--- src/rtl/alu_pkg.sv ---
// Shared encodings for the sequential ALU: operation codes, FSM states,
// multi-cycle op kinds and the iteration-counter width.
package alu_pkg;

  typedef enum logic [2:0] {
    OP_AND = 3'b000,
    OP_OR  = 3'b001,
    OP_ADD = 3'b010,
    OP_SLT = 3'b011,
    OP_SLL = 3'b100,
    OP_SRL = 3'b101,
    OP_MUL = 3'b110,
    OP_RSV = 3'b111
  } op_e;

  typedef enum logic {
    ST_IDLE = 1'b0,
    ST_RUN  = 1'b1
  } state_e;

  typedef enum logic [1:0] {
    RK_SLL = 2'd0,
    RK_SRL = 2'd1,
    RK_MUL = 2'd2
  } run_e;

  // One extra bit so the counter can hold WIDTH itself for a full multiply.
  function automatic int cnt_width(input int width);
    return $clog2(width) + 1;
  endfunction

endpackage

--- src/rtl/alu_seq_if.sv ---
// Request/response bundle of the sequential ALU; master drives the request,
// slave (the ALU) drives status and results.
interface alu_seq_if #(
  parameter int WIDTH = 32
);
  logic             start;
  logic [2:0]       op;
  logic             ainvert;
  logic             binvert;
  logic [WIDTH-1:0] a;
  logic [WIDTH-1:0] b;
  logic             busy;
  logic             done;
  logic [WIDTH-1:0] result;
  logic             zero;
  logic             ovf;
  logic             cout;

  modport master (
    output start, op, ainvert, binvert, a, b,
    input  busy, done, result, zero, ovf, cout
  );

  modport slave (
    input  start, op, ainvert, binvert, a, b,
    output busy, done, result, zero, ovf, cout
  );
endinterface

--- src/rtl/alu_core.sv ---
// Combinational ALU slice: operand inversion, AND/OR, ripple-free adder and
// set-less-than derived from the adder's sign and overflow.
module alu_core
  import alu_pkg::*;
#(
  parameter int WIDTH = 32
) (
  input  logic [WIDTH-1:0] a_i,
  input  logic [WIDTH-1:0] b_i,
  input  logic             ainvert_i,
  input  logic             binvert_i,
  input  op_e              op_i,
  output logic [WIDTH-1:0] a_eff_o,
  output logic [WIDTH-1:0] b_eff_o,
  output logic [WIDTH-1:0] res_o,
  output logic             ovf_o,
  output logic             cout_o
);

  logic [WIDTH-1:0] a_eff;
  logic [WIDTH-1:0] b_eff;
  logic [WIDTH:0]   add_full;
  logic             carry_msb;
  logic             add_ovf;
  logic             slt_set;

  always_comb begin
    a_eff     = ainvert_i ? ~a_i : a_i;
    b_eff     = binvert_i ? ~b_i : b_i;
    add_full  = {1'b0, a_eff} + {1'b0, b_eff} + {{WIDTH{1'b0}}, binvert_i};
    // Carry into the MSB recovered from the MSB sum bit and its operands.
    carry_msb = a_eff[WIDTH-1] ^ b_eff[WIDTH-1] ^ add_full[WIDTH-1];
    add_ovf   = carry_msb ^ add_full[WIDTH];
    slt_set   = add_full[WIDTH-1] ^ add_ovf;

    res_o  = '0;
    ovf_o  = 1'b0;
    cout_o = 1'b0;
    case (op_i)
      OP_AND: res_o = a_eff & b_eff;
      OP_OR:  res_o = a_eff | b_eff;
      OP_ADD: begin
        res_o  = add_full[WIDTH-1:0];
        ovf_o  = add_ovf;
        cout_o = add_full[WIDTH];
      end
      OP_SLT: res_o = {{(WIDTH-1){1'b0}}, slt_set};
      default: res_o = '0;
    endcase
  end

  assign a_eff_o = a_eff;
  assign b_eff_o = b_eff;

endmodule

--- src/rtl/alu_seq.sv ---
// Sequential ALU: single-cycle logic/arith ops through alu_core, plus
// bit-serial shifts and shift-add multiply run by a two-state FSM.
module alu_seq
  import alu_pkg::*;
#(
  parameter int WIDTH = 32
) (
  input logic      clk,
  input logic      rst,
  alu_seq_if.slave alu_if
);

  localparam int SH_W  = $clog2(WIDTH);
  localparam int CNT_W = cnt_width(WIDTH);

  op_e              op_in;
  logic [WIDTH-1:0] a_eff;
  logic [WIDTH-1:0] b_eff;
  logic [WIDTH-1:0] core_res;
  logic             core_ovf;
  logic             core_cout;
  logic [SH_W-1:0]  shamt;
  logic             accept;

  state_e           state_q, state_d;
  run_e             kind_q, kind_d;
  logic [CNT_W-1:0] cnt_q, cnt_d;
  logic             done_q, done_d;
  logic [WIDTH-1:0] result_q, result_d;
  logic             zero_q, zero_d;
  logic             ovf_q, ovf_d;
  logic             cout_q, cout_d;
  logic [WIDTH-1:0] sh_q, sh_d;
  logic [WIDTH-1:0] mb_q, mb_d;
  logic [WIDTH-1:0] acc_q, acc_d;

  assign op_in = op_e'(alu_if.op);
  assign shamt = b_eff[SH_W-1:0];
  // Start is refused during a done cycle so done can never stay high twice.
  assign accept = alu_if.start && (state_q == ST_IDLE) && !done_q;

  alu_core #(
    .WIDTH(WIDTH)
  ) u_core (
    .a_i       (alu_if.a),
    .b_i       (alu_if.b),
    .ainvert_i (alu_if.ainvert),
    .binvert_i (alu_if.binvert),
    .op_i      (op_in),
    .a_eff_o   (a_eff),
    .b_eff_o   (b_eff),
    .res_o     (core_res),
    .ovf_o     (core_ovf),
    .cout_o    (core_cout)
  );

  always_comb begin
    state_d  = state_q;
    kind_d   = kind_q;
    cnt_d    = cnt_q;
    done_d   = 1'b0;
    result_d = result_q;
    ovf_d    = ovf_q;
    cout_d   = cout_q;
    sh_d     = sh_q;
    mb_d     = mb_q;
    acc_d    = acc_q;

    case (state_q)
      ST_IDLE: begin
        if (accept) begin
          case (op_in)
            OP_SLL, OP_SRL: begin
              if (shamt == '0) begin
                result_d = a_eff;
                ovf_d    = 1'b0;
                cout_d   = 1'b0;
                done_d   = 1'b1;
              end else begin
                sh_d    = a_eff;
                cnt_d   = CNT_W'(shamt);
                kind_d  = (op_in == OP_SLL) ? RK_SLL : RK_SRL;
                state_d = ST_RUN;
              end
            end
            OP_MUL: begin
              sh_d    = a_eff;
              mb_d    = b_eff;
              acc_d   = '0;
              cnt_d   = CNT_W'(WIDTH);
              kind_d  = RK_MUL;
              state_d = ST_RUN;
            end
            default: begin
              result_d = core_res;
              ovf_d    = core_ovf;
              cout_d   = core_cout;
              done_d   = 1'b1;
            end
          endcase
        end
      end
      ST_RUN: begin
        cnt_d = cnt_q - CNT_W'(1);
        case (kind_q)
          RK_SLL: sh_d = sh_q << 1;
          RK_SRL: sh_d = sh_q >> 1;
          default: begin
            acc_d = mb_q[0] ? (acc_q + sh_q) : acc_q;
            sh_d  = sh_q << 1;
            mb_d  = mb_q >> 1;
          end
        endcase
        if (cnt_q == CNT_W'(1)) begin
          state_d  = ST_IDLE;
          done_d   = 1'b1;
          result_d = (kind_q == RK_MUL) ? acc_d : sh_d;
          ovf_d    = 1'b0;
          cout_d   = 1'b0;
        end
      end
      default: state_d = ST_IDLE;
    endcase

    zero_d = (result_d == '0);
  end

  always_ff @(posedge clk or posedge rst) begin
    if (rst) begin
      state_q  <= ST_IDLE;
      kind_q   <= RK_SLL;
      cnt_q    <= '0;
      done_q   <= 1'b0;
      result_q <= '0;
      zero_q   <= 1'b1;
      ovf_q    <= 1'b0;
      cout_q   <= 1'b0;
    end else begin
      state_q  <= state_d;
      kind_q   <= kind_d;
      cnt_q    <= cnt_d;
      done_q   <= done_d;
      result_q <= result_d;
      zero_q   <= zero_d;
      ovf_q    <= ovf_d;
      cout_q   <= cout_d;
    end
  end

  // Working operands are only meaningful while RUN, so they carry no reset.
  always_ff @(posedge clk) begin
    sh_q  <= sh_d;
    mb_q  <= mb_d;
    acc_q <= acc_d;
  end

  assign alu_if.busy   = (state_q == ST_RUN);
  assign alu_if.done   = done_q;
  assign alu_if.result = result_q;
  assign alu_if.zero   = zero_q;
  assign alu_if.ovf    = ovf_q;
  assign alu_if.cout   = cout_q;

endmodule

--- src/flat_wrapper.sv ---
// flat-port wrapper written by rule: the top's interface ports become plain ports
module alu_seq_flat import alu_pkg::*;
#(
  parameter int WIDTH = 32
)
  (clk, rst, alu_if_start, alu_if_op, alu_if_ainvert, alu_if_binvert, alu_if_a, alu_if_b, alu_if_busy, alu_if_done, alu_if_result, alu_if_zero, alu_if_ovf, alu_if_cout);
  alu_seq_if #(.WIDTH(WIDTH)) alu_if_i ();
  input logic clk;
  input logic rst;
  input wire logic [$bits(alu_if_i.start)-1:0] alu_if_start;
  input wire logic [$bits(alu_if_i.op)-1:0] alu_if_op;
  input wire logic [$bits(alu_if_i.ainvert)-1:0] alu_if_ainvert;
  input wire logic [$bits(alu_if_i.binvert)-1:0] alu_if_binvert;
  input wire logic [$bits(alu_if_i.a)-1:0] alu_if_a;
  input wire logic [$bits(alu_if_i.b)-1:0] alu_if_b;
  output wire logic [$bits(alu_if_i.busy)-1:0] alu_if_busy;
  output wire logic [$bits(alu_if_i.done)-1:0] alu_if_done;
  output wire logic [$bits(alu_if_i.result)-1:0] alu_if_result;
  output wire logic [$bits(alu_if_i.zero)-1:0] alu_if_zero;
  output wire logic [$bits(alu_if_i.ovf)-1:0] alu_if_ovf;
  output wire logic [$bits(alu_if_i.cout)-1:0] alu_if_cout;
  assign alu_if_i.start = alu_if_start;
  assign alu_if_i.op = alu_if_op;
  assign alu_if_i.ainvert = alu_if_ainvert;
  assign alu_if_i.binvert = alu_if_binvert;
  assign alu_if_i.a = alu_if_a;
  assign alu_if_i.b = alu_if_b;
  assign alu_if_busy = alu_if_i.busy;
  assign alu_if_done = alu_if_i.done;
  assign alu_if_result = alu_if_i.result;
  assign alu_if_zero = alu_if_i.zero;
  assign alu_if_ovf = alu_if_i.ovf;
  assign alu_if_cout = alu_if_i.cout;
  alu_seq #(.WIDTH(WIDTH)) u_core (.clk(clk), .rst(rst), .alu_if(alu_if_i));
endmodule
--- config.mk ---
export PLATFORM = sky130hd
export DESIGN_NAME = alu_seq_flat
export DESIGN_NICKNAME = d
export VERILOG_FILES = /design/src/rtl/alu_pkg.sv /design/src/rtl/alu_seq_if.sv /design/src/rtl/alu_core.sv /design/src/rtl/alu_seq.sv /design/src/flat_wrapper.sv
export SDC_FILE = /design/constraint.sdc
export NUM_CORES = 1
export LEC_CHECK = 0
export CAP_MARGIN = 20
export CORE_UTILIZATION = 55
export CTS_CLUSTER_DIAMETER = 120
export DETAILED_ROUTE_END_ITERATION = 7
export GPL_TIMING_DRIVEN = 1
export PLACE_DENSITY = 0.76
export SLEW_MARGIN = 20
export SYNTH_ARGS = -nofsm -noshare
export SYNTH_HDL_FRONTEND = slang
export SYNTH_SLANG_ARGS = --single-unit
export TNS_END_PERCENT = 10
--- constraint.sdc ---
create_clock -name clk -period 4.9 [get_ports clk]
set_input_delay 0.98 -clock clk [delete_from_list [all_inputs] [get_ports clk]]
set_output_delay 0.98 -clock clk [all_outputs]
set_load 0.005 [all_outputs]
# [Word-level counts from Yosys, hierarchy flattened]
# Index checks and enable logic that the tools add are counted.
[word_totals] register_bits=141 in_bits=72 output_inout_bits=37
[op_classes] n_addsub=4 n_eq_ne=18 n_mux=50 bitwise_logic=9 n_reduce_logical=15
[ops] cell="32-bit two-way mux" count=16
[ops] cell="32-bit one-hot mux with 2 select lines" count=6
[ops] cell="32-bit one-hot mux with 4 select lines" count=1
[ops] cell="32-bit NOT" count=2
[ops] cell="32-bit by 32-bit adder with 33-bit output" count=1
[ops] cell="33-bit by 1-bit adder with 33-bit output" count=1
[ops] cell="32-bit adder" count=1
[ops] cell="32-bit AND" count=1
[ops] cell="32-bit zero test" count=1
[ops] cell="32-bit OR" count=1
[ops] cell="6-bit one-hot mux with 2 select lines" count=2
[ops] cell="1-bit one-hot mux with 2 select lines" count=8
[ops] cell="1-bit two-way mux" count=13
[ops] cell="6-bit two-way mux" count=2
[ops] cell="2-bit inequality test, second input constant" count=5
[ops] cell="3-bit equality test, second input constant" count=3
[ops] cell="3-bit inequality test, second input constant" count=3
[ops] cell="4-bit AND reduction" count=2
[ops] cell="3-bit by 2-bit equality test with 1-bit output, second input constant" count=2
[ops] cell="6-bit by 1-bit equality test with 1-bit output, second input constant" count=1
[ops] cell="3-bit AND reduction" count=2
[ops] cell="6-bit by 1-bit subtractor with 6-bit output, second input constant" count=1
[ops] cell="5-bit zero test" count=1
[ops] cell="2-bit one-hot mux with 2 select lines" count=1
[ops] cell="14 further kinds" count=19

# [Depth between registers and ports, before layout]
[depth] word_depth=12 depth_mapped=18 ltp_nobuf=15

# [By module]
# Synthesis repeated with hierarchy kept, for this count alone.
[unflattened] hier_cells=1679 area_unflattened_um2=14048.5
[modules_own_cells] module="alu_seq" instances=1 cells_per_inst=1121 area_each_um2=10173.5 seq_area_each_um2=4010.1
[modules_own_cells] module="alu_core" instances=1 cells_per_inst=558 area_each_um2=3875.0 seq_area_each_um2=0.0

# [Worst setup path before layout]
# Ideal clock, no wire load.
[synth_path] path_type="input-to-reg" start="input alu_if_binvert" end="register u_core.zero_q (netlist: u_core.alu_if.zero)" setup_time_ns=0.090 arrival_ns=5.514 required_time_ns=4.810 setup_slack_ns=-0.704 cell_stages=16 n_path_buf=3 path_cell_list="buf_6 buf_1 buf_1 o21ai_0 fa_1 nand2b_1 a211oi_1 a211oi_4 xnor2_1 a221oi_2 nand3_1 or4_1 or4_1 or4_1 or4_1 nor4_2"
[synth_rtl] element="from (decl)" line="flat_wrapper.sv:13" rtl="input wire logic [$bits(alu_if_i.binvert)-1:0] alu_if_binvert;"
[synth_rtl] element="32-bit two-way mux" line="alu_core.sv:29" rtl="b_eff = binvert_i ? ~b_i : b_i;"
[synth_rtl] element="32-bit by 32-bit adder with 33-bit output" line="alu_core.sv:30" rtl="add_full = {1'b0, a_eff} + {1'b0, b_eff} + {{WIDTH{1'b0}}, binvert_i};"
[synth_rtl] element="33-bit by 1-bit adder with 33-bit output" line="alu_core.sv:30"
[synth_rtl] element="32-bit one-hot mux with 4 select lines" line="alu_core.sv:39" rtl="case (op_i)"
[synth_rtl] element="32-bit one-hot mux with 2 select lines (*)" line="alu_seq.sv:72" rtl="case (op_in)"
[synth_rtl] element="32-bit two-way mux (*)" line="alu_seq.sv:71" rtl="if (accept) begin"
[synth_rtl] element="32-bit one-hot mux with 2 select lines (*)" line="alu_seq.sv:69" rtl="case (state_q)"
[synth_rtl] element="via u_core.result_d[8]" line="alu_seq.sv:29" rtl="logic [WIDTH-1:0] result_q, result_d;"
[synth_rtl] element="32-bit zero test (*)" line="alu_seq.sv:125" rtl="zero_d = (result_d == '0);"
[synth_rtl] element="via u_core.zero_d" line="alu_seq.sv:30" rtl="logic zero_q, zero_d;"
[synth_rtl] element="to (signal assigned)" line="alu_seq.sv:144" rtl="zero_q <= zero_d;"
[synth_rtl] element="to (decl)" line="alu_seq.sv:30"
# The timed path passes the listed nets; every way through them passes the cells marked *.
# A chain may end at the register's enable or synchronous reset.

# [Final worst setup path]
[layout_path] start="input alu_if_a[3]" end="register u_core.zero_q (netlist: u_core.alu_if.zero)"
[layout_rtl] element="from (decl)" line="flat_wrapper.sv:14" rtl="input wire logic [$bits(alu_if_i.a)-1:0] alu_if_a;"
[layout_rtl] element="32-bit NOT" line="alu_core.sv:28" rtl="a_eff = ainvert_i ? ~a_i : a_i;"
[layout_rtl] element="32-bit two-way mux (*)" line="alu_core.sv:28"
[layout_rtl] element="32-bit by 32-bit adder with 33-bit output (*)" line="alu_core.sv:30"
[layout_rtl] element="33-bit by 1-bit adder with 33-bit output (*)" line="alu_core.sv:30"
[layout_rtl] element="32-bit one-hot mux with 4 select lines (*)" line="alu_core.sv:39"
[layout_rtl] element="32-bit one-hot mux with 2 select lines (*)" line="alu_seq.sv:72"
[layout_rtl] element="32-bit two-way mux (*)" line="alu_seq.sv:71"
[layout_rtl] element="32-bit one-hot mux with 2 select lines (*)" line="alu_seq.sv:69"
[layout_rtl] element="via u_core.result_d[28]" line="alu_seq.sv:29"
[layout_rtl] element="32-bit zero test (*)" line="alu_seq.sv:125"
[layout_rtl] element="via u_core.zero_d" line="alu_seq.sv:30"
# Marks and branches as above.

==> results.md <==
- Combinational Power Share: 0.623
- CP startpoint kind: input port
- Pre-antenna DRT Iters: 8
- P_sw: just over 0.005 W
- Post-DP Area: between 0.015 and 0.02 mm^2
- Syn_area_per_cell: roughly 8.3 um^2
- Max-slew violation count: 0
- Clock slew at reported path FFs: 0.06 ns
- CTS tree: yes
- Worst endpoint required time: 5.24 ns
- Vias per std cell: 6.36
- Internal Power: about 0.0056 W
- Core area: approximately 0.024 mm^2
- Min cycle time layout: ~4.9 ns
- Actual slew at the worst max-slew pin: about 0.9 ns
- Share of layout cells above drive strength 1: 0.193
- Commonest cells after routing, fill and taps aside: 217 x buf_4, 189 x nand2_1, 149 x nor2_1, 145 x a21oi_1, 101 x clkdlybuf4s50_1
- Dominant cells by area after synthesis: edfxtp_1 22%, ha_1 8.8%, dfrtp_1 8.3%
- Routed wire per std cell: roughly 21 um
- Final Cycle Share: 0.996
- Clk Latency, worst-skew pair: about 0.44 ns
- Ys flop type: edfxtp_1
- Upper clock frequency limit: around 0.20 GHz
- Setup crit end kind: flop
- Post-DP HPWL: 34700 um
- Global-route wire length before repair: roughly 70000 um
- GPL Wtd Cong: 1.00
- Synth Instances: approximately 1600
- Root buffer cell: clkbuf_16
- Power Total: 0.0107 W
- Yosys top cell area share: 0.218
- Routing usage on met3: 0.0628
- Die H: roughly 160 um
- Fillcell total: 1876
- CTS Sinks: 141
- Final hold viol count: 0
- Net Sw Frac: 0.473
- Commonest non-fill, non-tap cell in the layout: buf_4
- Critical path class: in2reg
- Io pins: between 100 and 150
- Crit path arrival time: about 5.2 ns
- Post-synth EDFFs: between 90 and 100
- DRC violations left: 3
- Status: complete, but fails checks
- Largest area contributor in the netlist: edfxtp_1
- Max transition margin: 0.397
- Worst hold path type: reg2reg
- Lkg Pwr: about 7.3 nW
- Sequential Power Share: 0.254
- Num CTS Buffers: 17
- Routing usage on met1: 0.553
- Row count: 56
- DIE AREA: roughly 0.025 mm^2
- Hold buffer count at cts: 0
- Starting Density: 0.561
- Clk_skew: 0.0149 ns
- Seq cells post-synth: between 100 and 150
- Max Cap Violations: 0
- Clk pwr share: 0.123
- Largest fanout on the critical path: 5
- WL final: roughly 46000 um
- Remaining Overflow, GRT: 0
- Width of the die: about 160 um
- Layout overhead on the synthesized area: 28.2%
- Gr busiest metal: met1
- Largest net degree at the start of global routing: 70
- Ys async rst share: 0.319
- H-tree depth: 4
- Unique masters post-synth: 89
- Bufs on Longest Clock Path: 2
- Failing checks: DRC
- Gr usage total: 0.371
- Initial antenna violation count: 0
- Ys Warns: 0
- Seq/Total Area, Yosys: 0.303
- Finished Cell Area: 0.0169 mm^2
- Via count: approximately 14000
- Vias in the first global route: between 10000 and 15000
- Synthesized net count: between 1500 and 2000
- ANT nets after route: 0
- First DRT Iteration DRCs: ~1900
- Final setup fails: 0
- Grt met2 use: 0.546
- Buffers added on ports: ~110
- Mapped cell area: 0.0132 mm^2
- Worst-case vdd ir drop: ~0.37 mV
- Total power divided by cell area: 632 mW/mm^2
- Ant diodes: 0
- Final #Nets: about 2000
==> metal layers <==
metal	vias to the layer above	share of wire
met5	-	0
met4	0	0.027
met3	101	0.11
met2	908	0.43
met1	6544	0.43
li1	6376	-
==> power by group through the flow <==
| stage | Combinational (W) | Clock, W | Sequential, W |
|---|---|---|---|
| 2_1_floorplan | 0.00440 | 0 | 0.00246 |
| 3_5_place_dp | 0.00629 | 0 | 0.00270 |
| 4_1_cts | 0.00638 | 0.00131 | 0.00269 |
| 6_report | 0.00667 | 0.00131 | 0.00272 |
| 5_1_grt | 0.00724 | 0.00135 | 0.00277 |
| 3_3_place_gp | 0.00615 | 0 | 0.00268 |
==> cells by family after synthesis <==
group	after synthesis	synth area share
and+or+nand+nor	509	0.177
AOI/OAI and AO/OA	491	0.245
muxes	61	0.0496
buffers and inverters	191	0.0569
DFF	141	0.303
adders and majority gates	95	0.0911
xor gates and xnor gates	113	0.0766
==> cells in the mapped netlist (all sizes together), types with 8 or more instances <==
master	count
o21ai	90
o31ai	12
inv	96
o211ai	24
a211oi	16
o22ai	17
ha	93
a222oi	15
mux2	36
or3	8
nor2b	8
or4	9
and3	13
o221ai	14
a21o	19
o21bai	8
clkbuf	69
nand2b	18
buf	24
nand2	189
nor3	23
dfrtp	44
nand4	12
nor2	150
a31oi	42
edfxtp	96
or2	11
a21oi	147
and2	8
xor2	81
nand3	39
mux2i	25
xnor2	32
==> stage by stage <==
stage                     setup TNS, ns  std cells  setup WS (ns)  hold slack, ns  utilization
after floorplan                       0       1601        0.00186           0.473            -
after global placement           -0.557       2148         -0.557           0.471        0.680
after detailed placement         -0.673       2148         -0.673           0.469        0.680
after CTS                             0       2181       0.000561           0.483        0.706
after global routing             -0.133       2190         -0.133           0.533        0.720
final                                 0       2190         0.0191           0.482        0.720
==> sequential cells by signal, indices dropped and copies added, names as in the netlist <==
name / cells
u_core.alu_if.result: 32
u_core.alu_if.zero: 1
u_core.acc_q: 32
u_core.alu_if.ovf: 1
u_core.alu_if.done: 1
u_core.cnt_q: 6
u_core.kind_q: 2
u_core.sh_q: 32
u_core.mb_q: 32
u_core.alu_if.cout: 1
u_core.alu_if.busy: 1
==> cell type report <==
| type | instances | area (um^2) | share of cell area |
|---|---|---|---|
| inverter | 98 | 370 | 0.0219 |
| multi-input combinational | 1269 | 8760 | 0.517 |
| clock inverter | 11 | 108 | 0.00635 |
| sequential | 141 | 4010 | 0.237 |
| tap | 319 | 399 | 0.0236 |
| timing repair buffer | 331 | 2820 | 0.167 |
| clock buffer | 21 | 472 | 0.0278 |
==> final timing paths <==
check	cells past startpoint	slack (ns)	startpoint	end
setup / recovery	17	0.02	alu_if_a[3]	u_core.alu_if.zero
hold / removal	2	0.48	u_core.alu_if.ovf	u_core.alu_if.ovf
hold reg to reg	2	0.48	u_core.alu_if.ovf	u_core.alu_if.ovf
setup reg to reg	14	0.26	u_core.acc_q[0]	u_core.alu_if.zero
max in group asynchronous	3	3.55	rst	u_core.alu_if.zero
min in group asynchronous	2	0.78	rst	u_core.cnt_q[3]
==> repair_timing <==
item | 4_1_cts | 5_1_grt
setup endpoints to repair | 1 | 1
pin swaps | 2 | 14
buffers inserted | 1 | 7
gates resized for setup | 7 | 36
cloned | 0 | 0
==> worst max-delay path, cell delays in order <==
cell and delay (ns):
clkdlybuf4s50_1 0.51, xor2_2 0.21, ha_1 0.29, nor2_1 0.12
buf_4 0.15, a211oi_4 0.04, a211oi_4 0.23, buf_4 0.18
o21ai_1 0.10, buf_4 0.15, o31a_1 0.31, a2111oi_0 0.66
nor2_1 0.19, xor2_1 0.21, a211o_1 0.32, or2_2 0.30
nor4_4 0.26
(Power assumes the default switching activity.)
